### config.mk
export PLATFORM = sky130hd
export DESIGN_NAME = clk_div
export DESIGN_NICKNAME = d
export VERILOG_FILES = /design/src/rtl/clk_div.sv
export SDC_FILE = /design/constraint.sdc
export NUM_CORES = 1
export LEC_CHECK = 0
export CORE_AREA = 2 2 42 44
export CTS_BUF_LIST = sky130_fd_sc_hd__clkbuf_4 sky130_fd_sc_hd__clkbuf_8 sky130_fd_sc_hd__clkbuf_16
export DETAILED_ROUTE_END_ITERATION = 8
export DIE_AREA = 0 0 44 46
export GPL_TIMING_DRIVEN = 1
export PLACE_DENSITY = 0.8
export SLEW_MARGIN = 20
export SYNTH_ARGS = -nofsm -noshare
export SYNTH_HDL_FRONTEND = slang
export SYNTH_SLANG_ARGS = --single-unit
### constraint.sdc
create_clock -name in -period 2.35 [get_ports in]
set_input_delay 0.235 -clock in [delete_from_list [all_inputs] [get_ports in]]
set_output_delay 0.235 -clock in [all_outputs]
set_load 0.005 [all_outputs]
### src/rtl/clk_div.sv
// clk_div: registered 50%-duty clock divider with fast/slow ratio select.
// Optional macro CLKDIV_SEL_SYNC_EN adds a 2-flop synchronizer on sel.
// The output is taken straight from a flop, so it cannot glitch.
module clk_div #(
  parameter int CNT_W     = 26,
  parameter int HALF_FAST = 1,
  parameter int HALF_SLOW = 4
) (
  input  logic in,
  input  logic rst,
  input  logic sel,
  output logic out
);

  // Terminal counts are held at full counter width (HALF up to 2^CNT_W fits after -1).
  localparam logic [CNT_W-1:0] TERM_FAST = CNT_W'(HALF_FAST - 1);
  localparam logic [CNT_W-1:0] TERM_SLOW = CNT_W'(HALF_SLOW - 1);
  localparam logic [CNT_W-1:0] CNT_ONE   = CNT_W'(1);

  logic [CNT_W-1:0] cnt_q, cnt_d;
  logic             out_q, out_d;
  logic             sel_e;
  logic [CNT_W-1:0] term;

`ifdef CLKDIV_SEL_SYNC_EN
  logic s1_q, s2_q;

  // Two-stage synchronizer for sel; sel_e lags sel by two edges.
  always_ff @(posedge in or negedge rst) begin
    if (!rst) begin
      s1_q <= 1'b0;
      s2_q <= 1'b0;
    end else begin
      s1_q <= sel;
      s2_q <= s1_q;
    end
  end

  assign sel_e = s2_q;
`else
  assign sel_e = sel;
`endif

  assign term = sel_e ? TERM_SLOW : TERM_FAST;

  // Next state: >= compare lets an over-range count (after slow->fast) resync on the next edge.
  always_comb begin
    cnt_d = cnt_q + CNT_ONE;
    out_d = out_q;
    if (cnt_q >= term) begin
      cnt_d = '0;
      out_d = ~out_q;
    end
  end

  // Counter and output flop; reset drops out immediately, independent of in.
  always_ff @(posedge in or negedge rst) begin
    if (!rst) begin
      cnt_q <= '0;
      out_q <= 1'b0;
    end else begin
      cnt_q <= cnt_d;
      out_q <= out_d;
    end
  end

  assign out = out_q;

endmodule

==> impl_results.md, run 1 <==
* Period utilization at 67.94%
* Die W at 44 um
* Highest clock rate at approximately 630 MHz
* Crit path kind: reg -> reg
* Yosys cell types at 14
* VDD IR-drop max at 471.5 uV
* Flops & latches, synth at 27
* Cell count after synthesis at 50
* R2R Path End: cnt_q[0]
* Final instance area at 1031 um2
* Nets at 87
* Number of flops mapped to enable cells by yosys at 0
* Crit path max fanout at 3
* Seq. cell area at 675.6 um2
* Slowest stage delay, CP at 0.45 ns
* Core Region at 1614 um2
* Largest net degree at the start of global routing at 28
* Vias in the first global route at 392
* CTS Hold Buffers Added at 0
* Final setup vio count at 0
* CTS buffer count at 3
* First-pass GRT wire length at between 1500 and 2000 um
* Pint at 557.4 uW
* Sink Count at 27
* Cell taking the most area after synthesis: dfrtp_1
* Initial antenna violation count at 0
* Crit end category: register
* Buffers added on ports at 3
* Cell with the most instances after synthesis: dfrtp_1
* Max cap viols at 0
* Worst-path clk slew at 0.14 ns
* CP Data Required Time at 2.60 ns
* Share of cells above drive strength 1 at 10.00%
* H-tree depth at 1
* Post-DRT Antenna Nets at 0
* Fraction of registers with async set or reset after synthesis at between 90% and 100%
* Die area at 2024 um2
* Clock Tree Root: clkbuf_4
* Ports at 4
* RSZ-0062 raised after global routing: no
* Leakage power at between 0.4 and 0.5 nW
* GRT Overall Usage at 12.17%
* Detailed Routing Iterations Pass 1 at 4
* Reg2Reg Launch Point: cnt_q[0]
* Clk buf depth at 2
* Worst Setup Start Kind: register
* Die Span Y at 46 um
* Fillers at around 130
* DR DRC count at 0
* Power share of the sequential group at 69.4%
* Post-placement cell area at 1001 um2
* Area growth from synthesis to layout at 19.94%
* Routed WL at 953 um
* Logic pwr share at 3.6%
* DR vias at approximately 400
* Placement Rows at 15
* Switching part of the total at 21.00%
* Clock power frac at 27.0%
* Net switching power at 148.1 uW
* CP Cell Sequence: inv_1, ha_1, or2b_1, a2111o_1, nor2_1
* Dominant synthesized flop cell: dfrtp_1
* Initial core utilization at a little over half
* Multi-input gate area at 259.0 um2
* Reg2Reg Depth at 5
* Yosys warnings at 0
* Fin. max-slew vios at 0
* Crit path DAT at 1.84 ns
* Routed len/inst at 9.825 um
* Seq/Total Area, Yosys at 78.60%
* Worst-skew pair later-pin latency at slightly above 0.3 ns
* Final hold viol count at 0
* Post-DR vias/cell at 4.134
* GPL Wtd Cong at 0.6699
* Starting DRT DRC Count at 5
* Dpl hpwl at between 700 and 800 um
* TNS Setup at 0 ns
* CP max stage cell: a2111o_1
* Power Density at 684.4 nW/um2
* Worst Setup SP: cnt_q[0]
* HP Class: in -> async
* Yosys top cell area share at 78.60%
* TritonCTS clock tree: yes
* Post-CTS sizing at 0
* Mapped Area at 859.6 um2
* # diodes at 0
* Total grt overflow at 0
* Min Tclk post-route at around 1.6 ns
* Setup Fix Bufs, Post-CTS at 0
* Clk_skew at ~0.0092 ns
* Synthesized area per cell at 17.19 um2
* R2R setup slack at 0.75 ns
* Outcome: complete, no violations
* Top post-synthesis cells by area: dfrtp_1, ha_1, nor4_1, a2111oi_4, xnor2_1
* Synth cell count leaders: dfrtp_1, nor4_1, ha_1, nor2_1
[logic make-up (layout without fill, tap and decap cells)]
| kind of cell | Yosys count | after routing | synth area share [%] |
|---|---|---|---|
| simple gates | 13 | 13 | 9.171 |
| xor+xnor | 2 | 2 | 2.038 |
| flops | 27 | 27 | 78.60 |
| buf+inv | 2 | 10 | 0.8737 |
| compound gates | 2 | 2 | 4.513 |
| other cells | 1 | 23 | 0.4363 |
| fa+ha+maj | 3 | 3 | 4.367 |
[per-stage QoR]
step                      hold WS, ns  util (%)  instances  power [mW]  setup slack, ns
after floorplan              -0.06059         -         72      0.5082           0.8479
after global placement         0.4539     62.02         93      0.5225           0.4833
after detailed placement       0.4648     62.02         93      0.5248           0.4260
after CTS                      0.2768     63.88         97      0.7166           0.7414
after global routing           0.3046     63.88         97      0.7360           0.6532
final                          0.2744     63.88         97      0.7056           0.7534
[worst max-delay path by stage]
stage,end,slack [ns]
after global routing,cnt_q[0],0.65
after CTS,cnt_q[1],0.74
final,cnt_q[0],0.75
after floorplan,cnt_q[1],0.85
after detailed placement,cnt_q[1],0.43
after global placement,cnt_q[2],0.48
[sequential cells by signal, indices dropped and copies added (netlist names)]
register	flops
cnt_q	26
out	1
[power by group through the flow]
stage	Sequential, mW	Combinational [mW]	Clock (mW)
detailed placement	0.500	0.0253	0
global placement	0.498	0.0245	0
global route	0.492	0.0307	0.213
CTS	0.490	0.0254	0.201
floorplan	0.498	0.0107	0
finish	0.490	0.0255	0.190
[worst max-delay path, delay by kind of cell, from the launching register on]
family                   cells  cell delay [ns]
AO/OA/AOI/OAI                1             0.45
AND/OR/NAND/NOR              2             0.38
adder cells (fa/ha/maj)      1             0.26
buffers and inverters        1             0.05
flip-flops                   1             0.40
[per-layer routing]
metal / routed length, um / track usage, %
met5: 0 / 0
met3: 21 / 2.381
met1: 432 / 14.40
met2: 486 / 19.71
met4: 12 / 9.091
[layout by cell type, fill, tap and decap left out]
cell / instances
clkinvlp_4: 1
or3_4: 1
conb_1: 23
clkdlybuf4s50_1: 3
or2b_1: 1
buf_4: 1
clkbuf_4: 3
dfrtp_1: 27
a2111o_1: 1
nand2_1: 1
nand4_1: 1
ha_1: 3
and2_2: 1
nor4_1: 5
a2111oi_4: 1
xnor2_1: 2
nor2_1: 3
inv_1: 2
[cell type report]
type,instances,area share [%]
multi-input combinational,43,25.12
clock inverter,1,0.7282
clock buffer,3,2.184
timing repair buffer,4,3.641
sequential,27,65.53
inverter,2,0.7282
tap,17,2.063
Power figures use the tool's default switching activity.
==> run 2, diff against run 1 <==
- CORE_AREA: 2 2 42 44 -> 2 2 45 47
- DIE_AREA: 0 0 44 46 -> 0 0 47 49
- PLACE_DENSITY: 0.8 -> 0.74
- clock period: 2.35 -> 1.46 ns (I/O delays scaled with it)
==> impl_results.md, run 2 (same netlist as run 1, synthesis figures left out) <==
* Worst-skew pair later-pin latency at 0.31 ns (about the same)
* Total grt overflow at 0 (unchanged)
* Worst-path clk slew at 0.13 ns (was 0.14 ns)
* CTS buffer count at 3 (unchanged)
* Period utilization at 104.3% (was 67.94%)
* Fin. max-slew vios at 0 (unchanged)
* R2R setup slack at -0.06 ns (was 0.75 ns)
* Most frequent cells in the layout: dfrtp_1, conb_1, nor4_1 (unchanged)
* Slowest stage delay, CP at 0.40 ns (was 0.45 ns)
* Buffers added on ports at 3 (unchanged)
* Failing checks: negative setup slack
* Clock Tree Root: clkbuf_4 (unchanged)
* CP Data Required Time at 1.72 ns (was 2.60 ns)
* Die area at 2303 um2 (was 2024 um2)
* Clk_skew at 0.0009566 ns (was 0.009220 ns)
* Setup Fix Bufs, Post-CTS at 0 (unchanged)
* DR vias at 434 (was 401)
* Area growth from synthesis to layout at 21.98% (was 19.94%)
* DR DRC count at 0 (unchanged)
* Hold slack at 0.1874 ns (was 0.2744 ns)
* Crit path DAT at 1.79 ns (was 1.84 ns)
* Initial antenna violation count at 0 (unchanged)
* Crit path kind: reg -> reg (unchanged)
* Die Span Y at 49 um (was 46 um)
* First-pass GRT wire length at 1787 um (was 1649 um)
* TritonCTS clock tree: yes (unchanged)
* Min Tclk post-route at 1.523 ns (was 1.597 ns)
* Final hold viol count at 0 (unchanged)
* Max cap viols at 0 (unchanged)
* Crit end category: register (unchanged)
* Max FFs per register at 26 (unchanged)
* Ports at 4 (unchanged)
* GPL Wtd Cong at 0.7498 (was 0.6699)
* Largest net degree at the start of global routing at 28 (unchanged)
* Final worst slack at -0.06328 ns (was 0.7534 ns)
* Vias in the first global route at 455 (was 392)
* Dpl hpwl at 720.8 um (was 726.6 um)
* Sink Count at 27 (unchanged)
* Reg2Reg Depth at 5 (unchanged)
* Worst Setup SP: cnt_q[0] (unchanged)
* GRT Overall Usage at 11.60% (was 12.17%)
* Final setup vio count at 4 (was 0)
* Final instance area at 1049 um2 (was 1031 um2)
* Core Region at 1842 um2 (was 1614 um2)
* R2R Path End: cnt_q[1] (was cnt_q[0])
* Placement Rows at 16 (was 15)
* Die W at 47 um (was 44 um)
* Highest clock rate at 656.5 MHz (was 626.3 MHz)
* CP Cell Sequence: inv_1, ha_1, or2b_1, a2111oi_4, and2_2 (was inv_1, ha_1, or2b_1, a2111o_1, nor2_1)
* VDD IR-drop max at 749.8 uV (was 471.5 uV)
* H-tree depth at 1 (unchanged)
* Post-placement cell area at 1021 um2 (was 1001 um2)
* # diodes at 0 (unchanged)
* Post-layout util at 56.93% (was 63.88%)
* Seq. cell area at 675.6 um2 (unchanged)
* Initial core utilization at 46.67% (was 53.26%)
* Share of cells above drive strength 1 at 11.11% (was 10.00%)
* Reg2Reg Launch Point: cnt_q[0] (unchanged)
* HP Class: in -> async (unchanged)
* Multi-input gate area at 259.0 um2 (unchanged)
* Starting DRT DRC Count at 0 (was 5)
* Outcome: finished, violations left (was complete, no violations)
* CTS Hold Buffers Added at 0 (unchanged)
* Crit path max fanout at 2 (was 3)
* Leakage power at 0.4920 nW (was 0.4827 nW)
* Nets at 88 (was 87)
* Crit path buffers/inverters at 1 (unchanged)
* Commonest non-fill, non-tap cell in the layout: dfrtp_1 (unchanged)
* Routed WL at 954 um (was 953 um)
* Routed len/inst at 8.833 um (was 9.825 um)
* Worst Setup Start Kind: register (unchanged)
* Clk buf depth at 2 (unchanged)
* Post-DR vias/cell at 4.019 (was 4.134)
* RSZ-0062 raised after global routing: yes (was no)
* Post-DRT Antenna Nets at 0 (unchanged)
* Detailed Routing Iterations Pass 1 at 1 (was 4)
* Fillers at 182 (was 129)
* CP max stage cell: dfrtp_1 (was a2111o_1)
* Biggest register: cnt_q (unchanged)
* Power Density at 1072 nW/um2 (was 684.4 nW/um2)
* CP delay by family, top: simple AND/OR/NAND/NOR gates (was compound AO/OA/AOI/OAI gates)
[run 2: cell count changes in the layout (fill, tap and decap cells not counted), sizes merged]
| cell | delta |
|---|---|
| buf | +1 |
| clkinv | +1 |
| clkinvlp | -1 |
[run 2: layout make-up]
type / count / share of cell area (%)
Sequential cell: 27 / 64.44
Multi-Input combinational cell: 43 / 24.70
Timing Repair Buffer: 5 / 4.296
Tap cell: 27 / 3.222
Clock buffer: 3 / 2.148
Inverter: 2 / 0.7160
Clock inverter: 1 / 0.4773
[run 2: how the worst max path moves through the flow]
stage,end,slack [ns],cells after the start
final,cnt_q[1],-0.06,5
after global routing,out,-0.15,5
after CTS,cnt_q[1],-0.07,5
after detailed placement,cnt_q[2],-0.32,7
after global placement,cnt_q[1],-0.28,7
after floorplan,cnt_q[1],0.01,5
[run 2: worst register-to-register path, cell delays in order (launching register included)]
cell and delay (ns):
dfrtp_1 0.40, inv_1 0.06, ha_1 0.21, or2b_1 0.27
a2111oi_4 0.34, and2_2 0.19
[run 2: metrics by stage]
stage / instances / power [mW] / TNS (ns) / setup WS [ns]
detailed placement: 104 / 0.8439 / -1.191 / -0.3171
global route: 108 / 1.188 / -0.5518 / -0.1514
floorplan: 72 / 0.8180 / 0 / 0.01176
global placement: 104 / 0.8410 / -1.052 / -0.2842
finish: 108 / 1.124 / -0.2060 / -0.06328
CTS: 108 / 1.139 / -0.2498 / -0.07489
[run 2: power breakdown]
part           switching (mW)  internal [mW]  total, mW  leakage [nW]
combinational          0.0276         0.0131     0.0407         0.150
sequential            0.00825          0.780      0.788         0.325
clock                   0.194          0.102      0.296        0.0177
total                   0.229          0.895       1.12         0.492
[run 2: per-layer routing]
layer	wire length, um	share of wire (%)	track usage (%)	vias to the layer above
met5	0	0	0	-
met4	38	4.0	8.333	0
met3	35	3.7	2.222	4
met2	485	51	19.18	6
met1	394	41	12.41	215
li1	-	-	-	209
[run 2: timing repair]
| item | 4_1_cts | 5_1_grt |
|---|---|---|
| resized for setup | 0 | 0 |
| endpoints found under the setup margin | 4 | 4 |
| pin swaps | 1 | 0 |
==> run 3, diff against run 2 <==
- CAP_MARGIN: default -> 15
- TNS_END_PERCENT: default -> 5
==> impl_results.md, run 3 (same netlist as run 1, synthesis figures left out) <==
* Outcome: finished, violations left (unchanged)
* Failing checks: negative setup slack (unchanged)
* Final worst slack at -0.06140 ns (was -0.06328 ns)
* Min Tclk post-route at 1.521 ns (was 1.523 ns)
* First-pass GRT wire length at 1690 um (was 1787 um)
* Worst Setup Start Kind: register (unchanged)
* Die Span Y at 49 um (unchanged)
* Crit end category: register (unchanged)
* R2R setup slack at -0.06 ns (about the same)
* Reg2Reg Launch Point: cnt_q[1] (was cnt_q[0])
* Most frequent cells in the layout: dfrtp_1, conb_1, nor4_1 (unchanged)
* Clk_skew at 0.001355 ns (was 0.0009566 ns)
* M2 GR Usage at 17.58% (was 19.18%)
* Clock Tree Root: clkbuf_4 (unchanged)
* Crit path max fanout at 2 (unchanged)
* Period utilization at 104.2% (was 104.3%)
* DR vias at 413 (was 434)
* R2R Path End: cnt_q[1] (unchanged)
* Commonest non-fill, non-tap cell in the layout: dfrtp_1 (unchanged)
* # diodes at 0 (unchanged)
* Final setup vio count at 4 (unchanged)
* HP Class: in -> async (unchanged)
* RSZ-0062 raised after global routing: yes (unchanged)
* Max FFs per register at 26 (unchanged)
* DP Cell Count at 104 (unchanged)
* CP Cell Sequence: ha_1, nor4_1, nand2_1, a2111oi_4, and2_2 (was inv_1, ha_1, or2b_1, a2111oi_4, and2_2)
* Crit path kind: reg -> reg (unchanged)
* Total grt overflow at 0 (unchanged)
* Routed WL at 865 um (was 954 um)
* Reg2Reg Depth at 5 (unchanged)
* Largest net degree at the start of global routing at 28 (unchanged)
* Sink Count at 27 (unchanged)
* Highest clock rate at 657.3 MHz (was 656.5 MHz)
* Crit path DAT at 1.77 ns (was 1.79 ns)
* GRT busiest layer: met2 (unchanged)
* Power Density at 1074 nW/um2 (was 1072 nW/um2)
* DR DRC count at 0 (unchanged)
* CTS Hold Buffers Added at 0 (unchanged)
* Die area at 2303 um2 (unchanged)
* Routed len/inst at 7.936 um (was 8.833 um)
* Biggest register: cnt_q (unchanged)
* Share of cells above drive strength 1 at 12.20% (was 11.11%)
* Starting DRT DRC Count at 0 (unchanged)
* Post-layout util at 57.47% (was 56.93%)
* Area growth from synthesis to layout at 23.14% (was 21.98%)
* Slowest stage delay, CP at 0.41 ns (was 0.40 ns)
* H-tree depth at 1 (unchanged)
* GPL Wtd Cong at 0.8271 (was 0.7498)
* Grt met1 use at 12.50% (was 12.41%)
* CP Data Required Time at 1.71 ns (was 1.72 ns)
* CP max stage cell: dfrtp_1 (unchanged)
* GRT Overall Usage at 10.44% (was 11.60%)
* Initial core utilization at 46.67% (unchanged)
* Placement Rows at 16 (unchanged)
* Clk buf depth at 2 (unchanged)
* Fin. max-slew vios at 0 (unchanged)
* Initial antenna violation count at 0 (unchanged)
* Worst-skew pair later-pin latency at 0.30 ns (was 0.31 ns)
* Nets at 89 (was 88)
* Ports at 4 (unchanged)
* Leakage power at 0.4981 nW (was 0.4920 nW)
* Post-DR vias/cell at 3.789 (was 4.019)
* Dpl hpwl at 661.6 um (was 720.8 um)
* VDD IR-drop max at 740.7 uV (was 749.8 uV)
* Final cell count without fillers at 109 (was 108)
* Die W at 47 um (unchanged)
* Vias in the first global route at 444 (was 455)
* Core Region at 1842 um2 (unchanged)
* GR Util met3 at 2.222% (unchanged)
* Detailed Routing Iterations Pass 1 at 1 (unchanged)
* Final hold viol count at 0 (unchanged)
* Post-DRT Antenna Nets at 0 (unchanged)
* Worst-path clk slew at 0.12 ns (was 0.13 ns)
* Buffers added on ports at 3 (unchanged)
* Max cap viols at 0 (unchanged)
* TritonCTS clock tree: yes (unchanged)
* Post-CTS sizing at 0 (unchanged)
* CTS buffer count at 3 (unchanged)
run 3: worst max path at each step:
| stage | from | to | slack, ns |
|---|---|---|---|
| 3_5_place_dp | sel | cnt_q[1] | -0.34 |
| 3_3_place_gp | sel | cnt_q[1] | -0.33 |
| 6_report | cnt_q[1] | cnt_q[1] | -0.06 |
| 2_1_floorplan | cnt_q[0] | cnt_q[2] | -0.02 |
| 4_1_cts | cnt_q[0] | cnt_q[1] | -0.07 |
| 5_1_grt | cnt_q[0] | cnt_q[1] | -0.14 |
run 3: metrics by stage:
step | total power, mW | setup slack, ns | hold slack, ns | setup TNS, ns | cell area [um2]
final | 1.137 | -0.06140 | 0.1887 | -0.1399 | 1059
after global routing | 1.198 | -0.1374 | 0.1985 | -0.4271 | 1059
after CTS | 1.154 | -0.06933 | 0.1866 | -0.1666 | 1059
after detailed placement | 0.8442 | -0.3433 | 0.4659 | -1.281 | 1021
after global placement | 0.8419 | -0.3267 | 0.4610 | -1.232 | 1021
after floorplan | 0.8180 | -0.01960 | -0.1496 | -0.02456 | 942.2
run 3: layer usage:
layer / wire length (um) / share of wire [%]
met1: 395 / 46
met3: 32 / 3.7
met5: 0 / 0
met4: 0 / 0
met2: 437 / 51
run 3: area by class of cell:
type	count	area, um2
sequential	27	675.6
fill	174	783.3
tap	27	33.78
inverter	2	7.507
clock buffer	4	30.03
multi-input combinational	43	259.0
timing repair buffer	6	52.55
run 3: worst max-delay path, delay by kind of cell, from the launching register on:
kind	cells	cell delay [ns]
simple gates	3	0.54
compound gates	1	0.33
flops	1	0.41
fa+ha+maj	1	0.19
run 3: power by group:
group,switching (mW),total (mW),internal [mW]
clock,0.183,0.308,0.125
combinational,0.0272,0.0404,0.0132
sequential,0.00837,0.788,0.780
run 3: repair_timing:
item | CTS | global route
pin swaps | 2 | 1
setup endpoints to repair | 4 | 4
gates cloned | 0 | 0
buffers inserted | 1 | 0
